===== config.mk =====
export PLATFORM = sky130hd
export DESIGN_NAME = gpio_input_conditioner
export DESIGN_NICKNAME = d
export VERILOG_FILES = /design/src/rtl/gpio_input_conditioner.sv
export SDC_FILE = /design/constraint.sdc
export NUM_CORES = 1
export LEC_CHECK = 0
export BUFFER_PORTS_ARGS = -buffer_cell sky130_fd_sc_hd__clkbuf_2
export CELL_PAD_IN_SITES_DETAIL_PLACEMENT = 0
export CELL_PAD_IN_SITES_GLOBAL_PLACEMENT = 2
export CORE_MARGIN = 8
export CORE_UTILIZATION = 39
export DETAILED_ROUTE_END_ITERATION = 6
export PLACE_DENSITY_LB_ADDON = 0.08
export SYNTH_ARGS = -nofsm -noshare
export SYNTH_HDL_FRONTEND = slang
export SYNTH_SLANG_ARGS = --single-unit

===== constraint.sdc =====
create_clock -name clk -period 2.9 [get_ports clk]
set_input_delay 0.58 -clock clk [delete_from_list [all_inputs] [get_ports clk]]
set_output_delay 0.58 -clock clk [all_outputs]
set_load 0.01 [all_outputs]

===== src/rtl/gpio_input_conditioner.sv =====
// gpio_input_conditioner
//   Synchronizes, debounces and conditions board switches and pushbuttons
//   for a CPU-readable input word, plus per-key press pulses and sticky
//   press flags with write-one-to-clear.
// Ports:
//   clk        sole clock, rising edge
//   rst        synchronous active-high reset
//   sw_raw     [NSW]  async raw switch levels, active-high
//   key_n_raw  [NKEY] async raw key levels, active-low
//   clr_we     strobe qualifying clr_mask
//   clr_mask   [NKEY] write-one-to-clear mask for sticky flags
//   gpio_in    [32]   {0, flags, keys (pressed=1), switches}
//   key_press  [NKEY] registered one-cycle pulse per debounced press

// Per-bit 2-flop synchronizer plus debounce counter.
//   INV=1: raw is active-low; sync flops idle at 1 and db is active-high.
module gpio_db_bit #(
  parameter int DB_CYCLES = 500000,
  parameter bit INV       = 1'b0
) (
  input  logic clk,
  input  logic rst,
  input  logic raw,
  output logic db
);
  localparam int CW = (DB_CYCLES > 1) ? $clog2(DB_CYCLES) : 1;
  localparam logic [CW-1:0] CMAX = CW'(DB_CYCLES - 1);

  logic          sync1, sync2;
  logic [CW-1:0] cnt;
  logic          d;

  // Polarity-corrected synchronized level compared against db.
  assign d = sync2 ^ INV;

  always_ff @(posedge clk) begin
    if (rst) begin
      sync1 <= INV;
      sync2 <= INV;
      cnt   <= '0;
      db    <= 1'b0;
    end else begin
      sync1 <= raw;
      sync2 <= sync1;
      if (d == db) begin
        cnt <= '0;
      end else if (cnt == CMAX) begin
        db  <= d;
        cnt <= '0;
      end else begin
        cnt <= cnt + 1'b1;
      end
    end
  end
endmodule

module gpio_input_conditioner #(
  parameter int NSW       = 18,
  parameter int NKEY      = 4,
  parameter int DB_CYCLES = 500000
) (
  input  logic            clk,
  input  logic            rst,
  input  logic [NSW-1:0]  sw_raw,
  input  logic [NKEY-1:0] key_n_raw,
  input  logic            clr_we,
  input  logic [NKEY-1:0] clr_mask,
  output logic [31:0]     gpio_in,
  output logic [NKEY-1:0] key_press
);
  generate
    if (NSW + 2*NKEY > 32) begin : g_chk_width
      $error("gpio_input_conditioner: NSW+2*NKEY exceeds 32");
    end
    if (DB_CYCLES < 1) begin : g_chk_db
      $error("gpio_input_conditioner: DB_CYCLES must be >= 1");
    end
  endgenerate

  logic [NSW-1:0]  sw_db;
  logic [NKEY-1:0] key_db, key_db_q, flags, rise, clr;

  for (genvar i = 0; i < NSW; i++) begin : g_sw
    gpio_db_bit #(.DB_CYCLES(DB_CYCLES), .INV(1'b0)) u_db (
      .clk(clk), .rst(rst), .raw(sw_raw[i]), .db(sw_db[i])
    );
  end

  for (genvar i = 0; i < NKEY; i++) begin : g_key
    gpio_db_bit #(.DB_CYCLES(DB_CYCLES), .INV(1'b1)) u_db (
      .clk(clk), .rst(rst), .raw(key_n_raw[i]), .db(key_db[i])
    );
  end

  // key_db_q resets to 0 (not pressed) so leaving reset with keys released
  // never looks like a press.
  assign rise = key_db & ~key_db_q;
  assign clr  = clr_we ? clr_mask : '0;

  always_ff @(posedge clk) begin
    if (rst) begin
      key_db_q  <= '0;
      key_press <= '0;
      flags     <= '0;
    end else begin
      key_db_q  <= key_db;
      key_press <= rise;
      // Set is ORed in after the clear so a coinciding press wins.
      flags     <= (flags & ~clr) | rise;
    end
  end

  always_comb begin
    gpio_in                   = '0;
    gpio_in[NSW-1:0]          = sw_db;
    gpio_in[NSW +: NKEY]      = key_db;
    gpio_in[NSW+NKEY +: NKEY] = flags;
  end
endmodule

==> qor.txt <==
Run status - finished, final reports clean
Worst Hold Launch - key_n_raw[2]
Initial Util - 0.3921
Area Growth Syn to Fin - 12.79%
Post-synth ARST share - 0
Port-buffer cells - 58
DRT Pass-1 Iters - 4
Period utilisation layout - 0.7781
EDFF count, synth - 0
Reg2reg start - g_sw[7].u_db.cnt[5]
1st-iter DRT viols - 670
Power density over the cells - 581.9 nW/um^2
PnR worst setup slack - 0.6434 ns
Worst-Skew Late Latency - 0.60 ns
Critical path class - flop to flop
Setup TNS - 0 ns
Die area - 62950 sq um
R2R Setup Slk - 0.64 ns
Worst path bufs/invs - 0
Slew of the pin with the lowest slew margin - 0.7174 ns
Worst Setup End Kind - flop
Die height - 250.9 um
Clock Skew - 0.01626 ns
Worst EP required - 3.36 ns
Longest Clk Path Bufs - 3
Slew HR - 0.5214
Htree depth - 2
Hold worst-path end - g_key[2].u_db.sync1
CTS tree - built
Total vias in the final route - 16.69k
Worst-path maximum fanout - 19
Grt total ovfl - 0
Min-Delay Path Class - primary input to flop
RSZ-0062 raised after global routing - no
Leakage - 7.401 nW
# IOs - 65
Total Wirelength - 44.47 mm
Final nets - 2547
Fmax - 443.1 MHz
Post-Syn Area - 21520 sq um
Cell area after layout - 24270 sq um
Hpwl dp - 30.29 mm
Worst EP arrival - 2.71 ns
Syn Area/Cell - 8.779 sq um
Synth Register Bits - 496
CP delay by family, top - simple AND/OR/NAND/NOR gates
Synth top cells by count - 496 x dfxtp_1, 336 x nor2_1, 164 x nand3_1
Reg2reg path depth - 4
Clock transition at path regs - 0.06 ns
CP max-delay cell - or4b_1
Antenna cells - 0
Wirelength per Cell - 13.72 um
CTS Root Cell - clkbuf_16
Seq/Total Area, Yosys - 0.4614
Largest net degree at the start of global routing - 69
CTS resizes - 0
Peak VDD IR - 0.4313 mV
Synth Flop Type - dfxtp_1
Ys Warns - 0
Core area - 54880 sq um
Row count - 86
Max_cap viols - 0
Post-CTS setup buffers - 0
Final Hold Fails - 0
Pre-CTS setup slack - 0.6605 ns
Drt via density - 5.148
Largest cells by area after synthesis - dfxtp_1 46%, xor2_1 6.2%, nor2_1 5.9%
Setup violations, final - 0
Share of layout cells above drive strength 1 - 0.08711
Sink Count - 496
Count of hold-fix buffers inserted at cts - 0
Synth cell types - 54
First-pass GRT wire length - 76.49 mm
Share of the synthesized area in the top cell type - 0.4614
Crit start category - flop
DRC - 0
Synthesized instance count - 2451
Worst stage delay on the critical path - 0.59 ns
Most common cell in the netlist - dfxtp_1
RePlAce Congestion - 0.7618
Die X-Extent - 250.9 um
Total placed instance area - 22400 sq um
Fillers - 5398
CTS Buf Count - 57
Fin. max-slew vios - 0
Post-route ant nets - 0
Crit-path cells - or4b_1, or4_4, o211ai_4, nor2_1
Initial antenna violation count - 0
Overall routing resource usage - 0.1395
Vias in the first global route - 16.03k
Cell taking the most area after synthesis - dfxtp_1
Min cycle time layout - 2.257 ns
Critical R2R Capture - g_sw[7].u_db.cnt[15]
Worst hold stages - 2
[worst max path at each step]
stage          slack [ns]           startpoint                    to  cells past startpoint
3_3_place_gp         0.69  g_sw[7].u_db.cnt[5]   g_sw[7].u_db.cnt[6]                      4
2_1_floorplan        0.88  g_sw[7].u_db.cnt[5]  g_sw[7].u_db.cnt[15]                      5
6_report             0.64  g_sw[7].u_db.cnt[5]  g_sw[7].u_db.cnt[15]                      4
5_1_grt              0.49  g_sw[7].u_db.cnt[5]   g_sw[7].u_db.cnt[9]                      4
3_5_place_dp         0.66  g_sw[7].u_db.cnt[5]   g_sw[7].u_db.cnt[7]                      4
4_1_cts              0.65  g_sw[7].u_db.cnt[5]  g_sw[7].u_db.cnt[15]                      4
[through the flow]
step | total power, mW | hold slack, ns | util | instances
4_1_cts | 14.45 | 0.1042 | 0.4422 | 3241
2_1_floorplan | 7.128 | 0.3782 | - | 2456
3_5_place_dp | 7.208 | 0.3869 | 0.4082 | 3141
3_3_place_gp | 7.207 | 0.3915 | 0.4082 | 3141
6_report | 14.12 | 0.1599 | 0.4422 | 3241
5_1_grt | 14.74 | 0.1320 | 0.4422 | 3241
[power breakdown]
group	internal, mW	switching [mW]	leakage (nW)
clock network	4.27	2.80	0.933
logic	0.0641	0.114	2.46
registers	6.85	0.0205	4.00
total	11.2	2.94	7.40
[layer usage]
metal	part of all wire	wire, um	GRT usage
met2	0.45	19800	0.2297
met3	0.039	1738	0.02768
met5	0	0	0
met1	0.50	22030	0.1832
met4	0.020	910	0.04323
[cell usage in the layout (no fill, tap or decap), types with 55 or more instances in the layout]
cell type,n
xor2_1,152
clkbuf_16,59
clkbuf_2,57
nand2_1,147
nor4_1,55
dfxtp_1,496
or3_1,94
xnor2_1,135
nand4_1,107
nor2_1,336
a21oi_1,123
nand3_1,164
o21ai_0,82
inv_1,69
[cell families (layout without fill, tap and decap cells)]
kind of cell	after synthesis	in the layout	synth area share
AOI/OAI and AO/OA	286	286	0.07885
DFF	496	496	0.4614
buffers and inverters	169	250	0.03535
adders and majority gates	22	22	0.01279
other	1	6	0.0001743
and+or+nand+nor	1189	1189	0.2941
muxes	1	1	0.0004652
xor gates and xnor gates	287	287	0.1168
[final cells by class]
cell class                 count  area, sq um  area share
multi-input combinational   1791        10850      0.4469
tap                          704        880.8     0.03629
clock buffer                  84         1730     0.07130
timing repair buffer          80        483.0     0.01990
clock inverter                16        136.4    0.005619
inverter                      70        262.8     0.01083
sequential                   496         9930      0.4091
[registers in the layout (all words and copies together) (netlist names)]
signal and cells:
flags 4, g_sw.u_db.d 18, g_sw.u_db.cnt 342, g_sw.u_db.sync1 18, g_key.u_db.sync2 4, g_key.u_db.sync1 4, g_sw.u_db.db 18, g_key.u_db.cnt 76
g_key.u_db.db 4, key_db_q 4, key_press 4
Note: power is estimated with default switching activity, not from simulation.
